==> src/rtl/twf_pkg.sv <==
// Shared types and elaboration-time helpers for the twiddle-factor generator.
package twf_pkg;

  typedef enum logic [1:0] {Q0, Q1, Q2, Q3} quad_e;

  typedef enum logic [1:0] {S_IDLE, S_RUN, S_FLUSH} sweep_state_e;

  localparam real PI = 3.14159265358979323846;

  // round(2^frac * cos(2*pi*a/n_fft)), half away from zero; only evaluated at elaboration.
  function automatic int cos_fixed(input int a, input int n_fft, input int frac);
    real v;
    v = $cos(2.0 * PI * real'(a) / real'(n_fft)) * (2.0 ** frac);
    if (v >= 0.0) return int'($floor(v + 0.5));
    return -int'($floor(0.5 - v));
  endfunction

  function automatic logic [31:0] bitrev(input logic [31:0] v, input int w);
    logic [31:0] r;
    r = '0;
    for (int i = 0; i < w; i++) r = r | (((v >> i) & 32'd1) << (w - 1 - i));
    return r;
  endfunction

endpackage

==> src/rtl/twf_quarter_rom.sv <==
// Quarter-wave cosine table, C[a] for a = 0..N_FFT/4, with two combinational read ports.
module twf_quarter_rom
  import twf_pkg::*;
#(
  parameter  int N_FFT     = 64,
  parameter  int BIT_WIDTH = 9,
  parameter  int FRAC      = 7,
  localparam int AW        = $clog2(N_FFT) - 1
) (
  input  logic        [AW-1:0]        addr_a,
  input  logic        [AW-1:0]        addr_b,
  output logic signed [BIT_WIDTH-1:0] data_a,
  output logic signed [BIT_WIDTH-1:0] data_b
);

  localparam int DEPTH = N_FFT / 4 + 1;

  logic signed [BIT_WIDTH-1:0] rom [DEPTH];

  for (genvar a = 0; a < DEPTH; a++) begin : g_rom
    localparam int VAL = cos_fixed(a, N_FFT, FRAC);
    assign rom[a] = BIT_WIDTH'(VAL);
  end

  assign data_a = rom[addr_a];
  assign data_b = rom[addr_b];

endmodule

==> src/rtl/twf_gen.sv <==
// Pipelined twiddle generator: index decode -> quadrant fold over a quarter-wave ROM,
// with random-access lookup and an autonomous full-frame sweep.
module twf_gen
  import twf_pkg::*;
#(
  parameter int N_FFT     = 64,
  parameter int M_BITS    = 3,
  parameter int N_BITS    = 3,
  parameter int IDX_W     = 9,
  parameter int BIT_WIDTH = 9,
  parameter int FRAC      = 7
) (
  input  logic                        clk,
  input  logic                        rst,
  input  logic                        mode,
  input  logic                        in_valid,
  input  logic        [IDX_W-1:0]     in_index,
  input  logic                        start,
  input  logic                        stall,
  output logic                        busy,
  output logic                        done,
  output logic                        out_valid,
  output logic        [IDX_W-1:0]     out_index,
  output logic signed [BIT_WIDTH-1:0] twf_re,
  output logic signed [BIT_WIDTH-1:0] twf_im
);

  localparam int KW = $clog2(N_FFT);
  localparam int AW = KW - 1;
  localparam logic [IDX_W-1:0] LAST_IDX = '1;

  sweep_state_e state_q, state_d;
  logic [IDX_W-1:0] cnt_q, cnt_d;
  logic busy_q, busy_d;

  logic s1_valid_q, s1_valid_d, s1_last_q, s1_last_d;
  logic [IDX_W-1:0] s1_index_q, s1_index_d;
  quad_e s1_quad_q, s1_quad_d;
  logic [AW-1:0] s1_addr_a_q, s1_addr_a_d, s1_addr_b_q, s1_addr_b_d;

  logic out_valid_q, out_valid_d, done_q, done_d;
  logic [IDX_W-1:0] out_index_q, out_index_d;
  logic signed [BIT_WIDTH-1:0] twf_re_q, twf_re_d, twf_im_q, twf_im_d;

  logic issue_sweep, issue_lookup;
  logic [M_BITS-1:0] m_field;
  logic [N_BITS-1:0] n_field;
  logic [KW-1:0] k;
  logic signed [BIT_WIDTH-1:0] rom_a, rom_b;

  twf_quarter_rom #(
    .N_FFT    (N_FFT),
    .BIT_WIDTH(BIT_WIDTH),
    .FRAC     (FRAC)
  ) u_rom (
    .addr_a(s1_addr_a_q),
    .addr_b(s1_addr_b_q),
    .data_a(rom_a),
    .data_b(rom_b)
  );

  always_comb begin
    issue_sweep  = (state_q == S_RUN);
    issue_lookup = !mode && in_valid && (state_q == S_IDLE);

    s1_valid_d  = issue_sweep || issue_lookup;
    s1_index_d  = issue_sweep ? cnt_q : in_index;
    s1_last_d   = issue_sweep && (cnt_q == LAST_IDX);
    m_field     = s1_index_d[N_BITS+M_BITS-1:N_BITS];
    n_field     = s1_index_d[N_BITS-1:0];
    k           = KW'(bitrev(32'(m_field), M_BITS) * 32'(n_field));
    s1_quad_d   = quad_e'(k[KW-1 -: 2]);
    s1_addr_a_d = AW'(k[KW-3:0]);
    s1_addr_b_d = AW'(N_FFT / 4) - AW'(k[KW-3:0]);

    // rom_a = C[r], rom_b = C[N/4-r]; each quadrant picks, swaps and negates them.
    twf_re_d = twf_re_q;
    twf_im_d = twf_im_q;
    if (s1_valid_q) begin
      case (s1_quad_q)
        Q0:      begin twf_re_d =  rom_a; twf_im_d = -rom_b; end
        Q1:      begin twf_re_d = -rom_b; twf_im_d = -rom_a; end
        Q2:      begin twf_re_d = -rom_a; twf_im_d =  rom_b; end
        default: begin twf_re_d =  rom_b; twf_im_d =  rom_a; end
      endcase
    end
    out_valid_d = s1_valid_q;
    out_index_d = s1_valid_q ? s1_index_q : out_index_q;
    done_d      = s1_valid_q && s1_last_q;

    state_d = state_q;
    cnt_d   = cnt_q;
    busy_d  = busy_q;
    case (state_q)
      S_IDLE: if (mode && start) begin
        state_d = S_RUN;
        cnt_d   = '0;
        busy_d  = 1'b1;
      end
      S_RUN: begin
        if (cnt_q == LAST_IDX) state_d = S_FLUSH;
        else                   cnt_d   = cnt_q + IDX_W'(1);
      end
      S_FLUSH: if (done_q) begin
        state_d = S_IDLE;
        busy_d  = 1'b0;
      end
      default: begin
        state_d = S_IDLE;
        busy_d  = 1'b0;
      end
    endcase
  end

  // NOTE: stall is a clock enable for every flop; reset takes priority so it can abort a stalled sweep.
  always_ff @(posedge clk) begin
    if (rst) begin
      state_q     <= S_IDLE;
      cnt_q       <= '0;
      busy_q      <= 1'b0;
      s1_valid_q  <= 1'b0;
      s1_last_q   <= 1'b0;
      s1_index_q  <= '0;
      s1_quad_q   <= Q0;
      s1_addr_a_q <= '0;
      s1_addr_b_q <= '0;
      out_valid_q <= 1'b0;
      done_q      <= 1'b0;
      out_index_q <= '0;
      twf_re_q    <= '0;
      twf_im_q    <= '0;
    end else if (!stall) begin
      state_q     <= state_d;
      cnt_q       <= cnt_d;
      busy_q      <= busy_d;
      s1_valid_q  <= s1_valid_d;
      s1_last_q   <= s1_last_d;
      s1_index_q  <= s1_index_d;
      s1_quad_q   <= s1_quad_d;
      s1_addr_a_q <= s1_addr_a_d;
      s1_addr_b_q <= s1_addr_b_d;
      out_valid_q <= out_valid_d;
      done_q      <= done_d;
      out_index_q <= out_index_d;
      twf_re_q    <= twf_re_d;
      twf_im_q    <= twf_im_d;
    end
  end

  assign busy      = busy_q;
  assign done      = done_q;
  assign out_valid = out_valid_q;
  assign out_index = out_index_q;
  assign twf_re    = twf_re_q;
  assign twf_im    = twf_im_q;

endmodule

==> config.mk <==
export PLATFORM = sky130hd
export DESIGN_NAME = twf_gen
export DESIGN_NICKNAME = d
export VERILOG_FILES = /design/src/rtl/twf_pkg.sv /design/src/rtl/twf_quarter_rom.sv /design/src/rtl/twf_gen.sv
export SDC_FILE = /design/constraint.sdc
export NUM_CORES = 1
export LEC_CHECK = 0
export ABC_AREA = 0
export ABC_CLOCK_PERIOD_IN_PS = 8870
export CORE_AREA = 2 2 81 91
export DETAILED_ROUTE_END_ITERATION = 7
export DIE_AREA = 0 0 83 93
export PLACE_DENSITY = 0.85
export SYNTH_ARGS = -nofsm -noshare
export SYNTH_HDL_FRONTEND = slang
export SYNTH_SLANG_ARGS = --single-unit
==> constraint.sdc <==
create_clock -name clk -period 8.87 [get_ports clk]
set_clock_uncertainty 0.15 [all_clocks]
set_input_delay 1.774 -clock clk [delete_from_list [all_inputs] [get_ports clk]]
set_output_delay 1.774 -clock clk [all_outputs]
set_load 0.005 [all_outputs]
==> results_dict.tcl <==
set metrics [dict create \
    dieHeight_um 93 \
    io_pins 45 \
    post_cts_buffers 0 \
    power_mw 0.879 \
    required_ns 8.98 \
    fin_util 0.697 \
    ys_seq_elements 62 \
    clkPwrFrac 0.300 \
    synth.most_common_cell "nor2_1" \
    setup.worst_path.end_class "flop" \
    fin_crit_sh 0.469 \
    syn_to_final_growth_pct 15.0 \
    startpoint "in_index[5]" \
    nNetsFinal 593 \
    yosysSeqAreaShare 0.299 \
    die_area_um2 7720 \
    p_comb_frac 0.342 \
    antenna_found_initial 0 \
    hp-start "s1_index_q[8]$_SDFFE_PP0N_" \
    syn_avg_cell_area_um2 7.78 \
    max_freq_mhz 240 \
    place_congestion 0.927 \
    reg2reg_slack_ns 5.20 \
    leakage_nw 1.76 \
    dp_slack_ns 4.37 \
    ys.flop_type "dfxtp_1" \
    dr.pass1.iters 7 \
    viasPerCell 6.31 \
    place_area_um2 4570 \
    status "finished, violations left" \
    finalMaxSlewViolations 0 \
    yosysWarnings 0 \
    postRouteAntennaNets 0 \
    synth_common_cells "71 x nor2_1, 69 x nand2_1, 62 x dfxtp_1" \
    hold_class "flop to flop" \
    crit_fanout 4 \
    netlist_top_cells_area "dfxtp_1 30%, ha_1 6.6%, nor2_1 6.4%" \
    min_period_ns 4.16 \
    core_region_area_um2 6850 \
    rows 32 \
    drc 1 \
    cts_buffers 9 \
    worst_slack_ns 4.71 \
    reg2reg_from "s1_addr_b_q[0]$_SDFFE_PP0N_" \
    grt_max_degree 52 \
    crit_type "input pin to flop" \
    finalSetupTns_ns 0 \
    fillCellCount 573 \
    routed_wirelength_um 10700 \
    finalHoldViolCount 0 \
    clk_path_buf_depth 2 \
    n_antenna_cell 0 \
    cts_sinks 62 \
    finalSetupViolations 0 \
    vdd_ir_drop_max_uv 143 \
    drtIter0Drc 406 \
    grt_pass1_vias 3809 \
    violations "DRC" \
    hold_buffers 0 \
    p_int_mw 0.554 \
    rsz0062_at_grt "no" \
    htree_num_levels 3 \
    yosysTopAreaCell "dfxtp_1" \
    grtUsageTotal 0.276 \
    crit_path_start_kind "input pin" \
    power_frac_seq 0.358 \
    ys_async_sr_fraction 0 \
    synth_top_area_frac 0.299 \
    die_w_um 83 \
    syn_area_um2 4150 \
    cts_tree "yes" \
    slew_headroom 0.273 \
    dp_hpwl_um 7520 \
    p_per_area_nw_per_um2 184 \
    tightest_slew_ns 1.09 \
    drive_above_1_share 0.0716 \
    overflow 0 \
    root_buffer "clkbuf_8" \
    p_sw_mw 0.326 \
    wire_per_inst_um 16.5 \
    synth_edf_count 0 \
    p_sw_frac 0.370 \
    final_cell_area_um2 4770 \
    clock_latency_ns 0.35 \
    syn_nets 572 \
    synth_cells 533 \
    grt_first_pass_wirelength_um 17400 \
    cts_resized 0 \
    worstPathArrival_ns 4.27 \
    initial_utilization 0.606 \
    cap_violations 0 \
    yosysUniqueCellTypes 63 \
    vias 4065 \
    cts.reportedPaths.clkPinSlew_ns 0.08 \
    portBuffers 44 \
]
flip-flops by register name, summed over array words and instances, names as in the netlist:
name,count
cnt_q,9
out_index,9
s1_index_q,9
twf_im,9
twf_re,9
s1_addr_b_q,5
s1_addr_a_q,3
s1_quad_q,2
state_q,2
busy,1
done,1
out_valid,1
out_valid_d,1
s1_last_q,1
metal layers:
metal,part of all wire,up-vias,track usage,routed length (um)
met3,0.070,47,0.0521,745
met5,0,-,0,0
met1,0.39,1866,0.305,4180
met2,0.49,211,0.487,5250
met4,0.046,0,0.173,487
li1,-,1941,-,-
cells in the final DEF (no fill, tap or decap), types with 9 or more instances in the layout:
| cell type | instances |
|---|---|
| clkdlybuf4s50_1 | 43 |
| a21oi_1 | 44 |
| nor2_1 | 71 |
| nor3_1 | 13 |
| ha_1 | 22 |
| a211oi_1 | 11 |
| dfxtp_1 | 62 |
| nand2_1 | 69 |
| nand3_1 | 14 |
| nor2b_1 | 9 |
| clkbuf_8 | 9 |
| o21ai_0 | 21 |
| mux2i_1 | 20 |
| inv_1 | 19 |
critical path, cell delays in order:
cell,delay (ns)
clkdlybuf4s50_1,0.48
nand3_1,0.12
o21ai_0,0.18
fa_1,0.61
ha_1,0.17
inv_1,0.05
fa_1,0.49
xor2_1,0.18
a211oi_1,0.21
cells by family (layout without fill, tap and decap cells):
kind of cell / count (synthesis) / count (layout) / share of synthesized area
and+or+nand+nor: 206 / 206 / 0.228
AOI/OAI and AO/OA: 140 / 140 / 0.228
DFF: 62 / 62 / 0.299
buffers and inverters: 59 / 85 / 0.0570
muxes: 30 / 30 / 0.0863
adders and majority gates: 24 / 24 / 0.0760
xor gates and xnor gates: 12 / 12 / 0.0253
power by group through the flow:
stage | Combinational, mW | Clock (mW) | Sequential (mW)
3_5_place_dp | 0.288 | 0 | 0.321
5_1_grt | 0.326 | 0.275 | 0.318
4_1_cts | 0.292 | 0.265 | 0.314
2_1_floorplan | 0.231 | 0 | 0.306
3_3_place_gp | 0.279 | 0 | 0.320
6_report | 0.300 | 0.264 | 0.315
final cells by class:
class	instances	area, um2	share of cell area
Sequential cell	62	1240	0.260
Inverter	20	75.1	0.0157
Tap cell	85	106	0.0223
Timing Repair Buffer	49	473	0.0992
Multi-Input combinational cell	412	2670	0.560
Clock buffer	9	124	0.0260
Clock inverter	7	80.1	0.0168
path summary, 6_finish.rpt:
| check | endpoint | cells after the start |
|---|---|---|
| worst max-delay path | s1_addr_b_q[3]$_SDFFE_PP0N_ | 9 |
| worst min-delay path | out_index[8]$_SDFFE_PP0P_ | 2 |
| worst max register to register | twf_im[6]$_SDFFE_PP0P_ | 11 |
| worst min register to register | out_index[8]$_SDFFE_PP0P_ | 2 |
metrics by stage:
step | cells | hold WS, ns
floorplan | 533 | 0.282
global placement | 628 | 0.287
detailed placement | 628 | 0.296
CTS | 644 | 0.306
global route | 644 | 0.331
finish | 644 | 0.308
No activity file was read; power rests on OpenSTA's default activity.
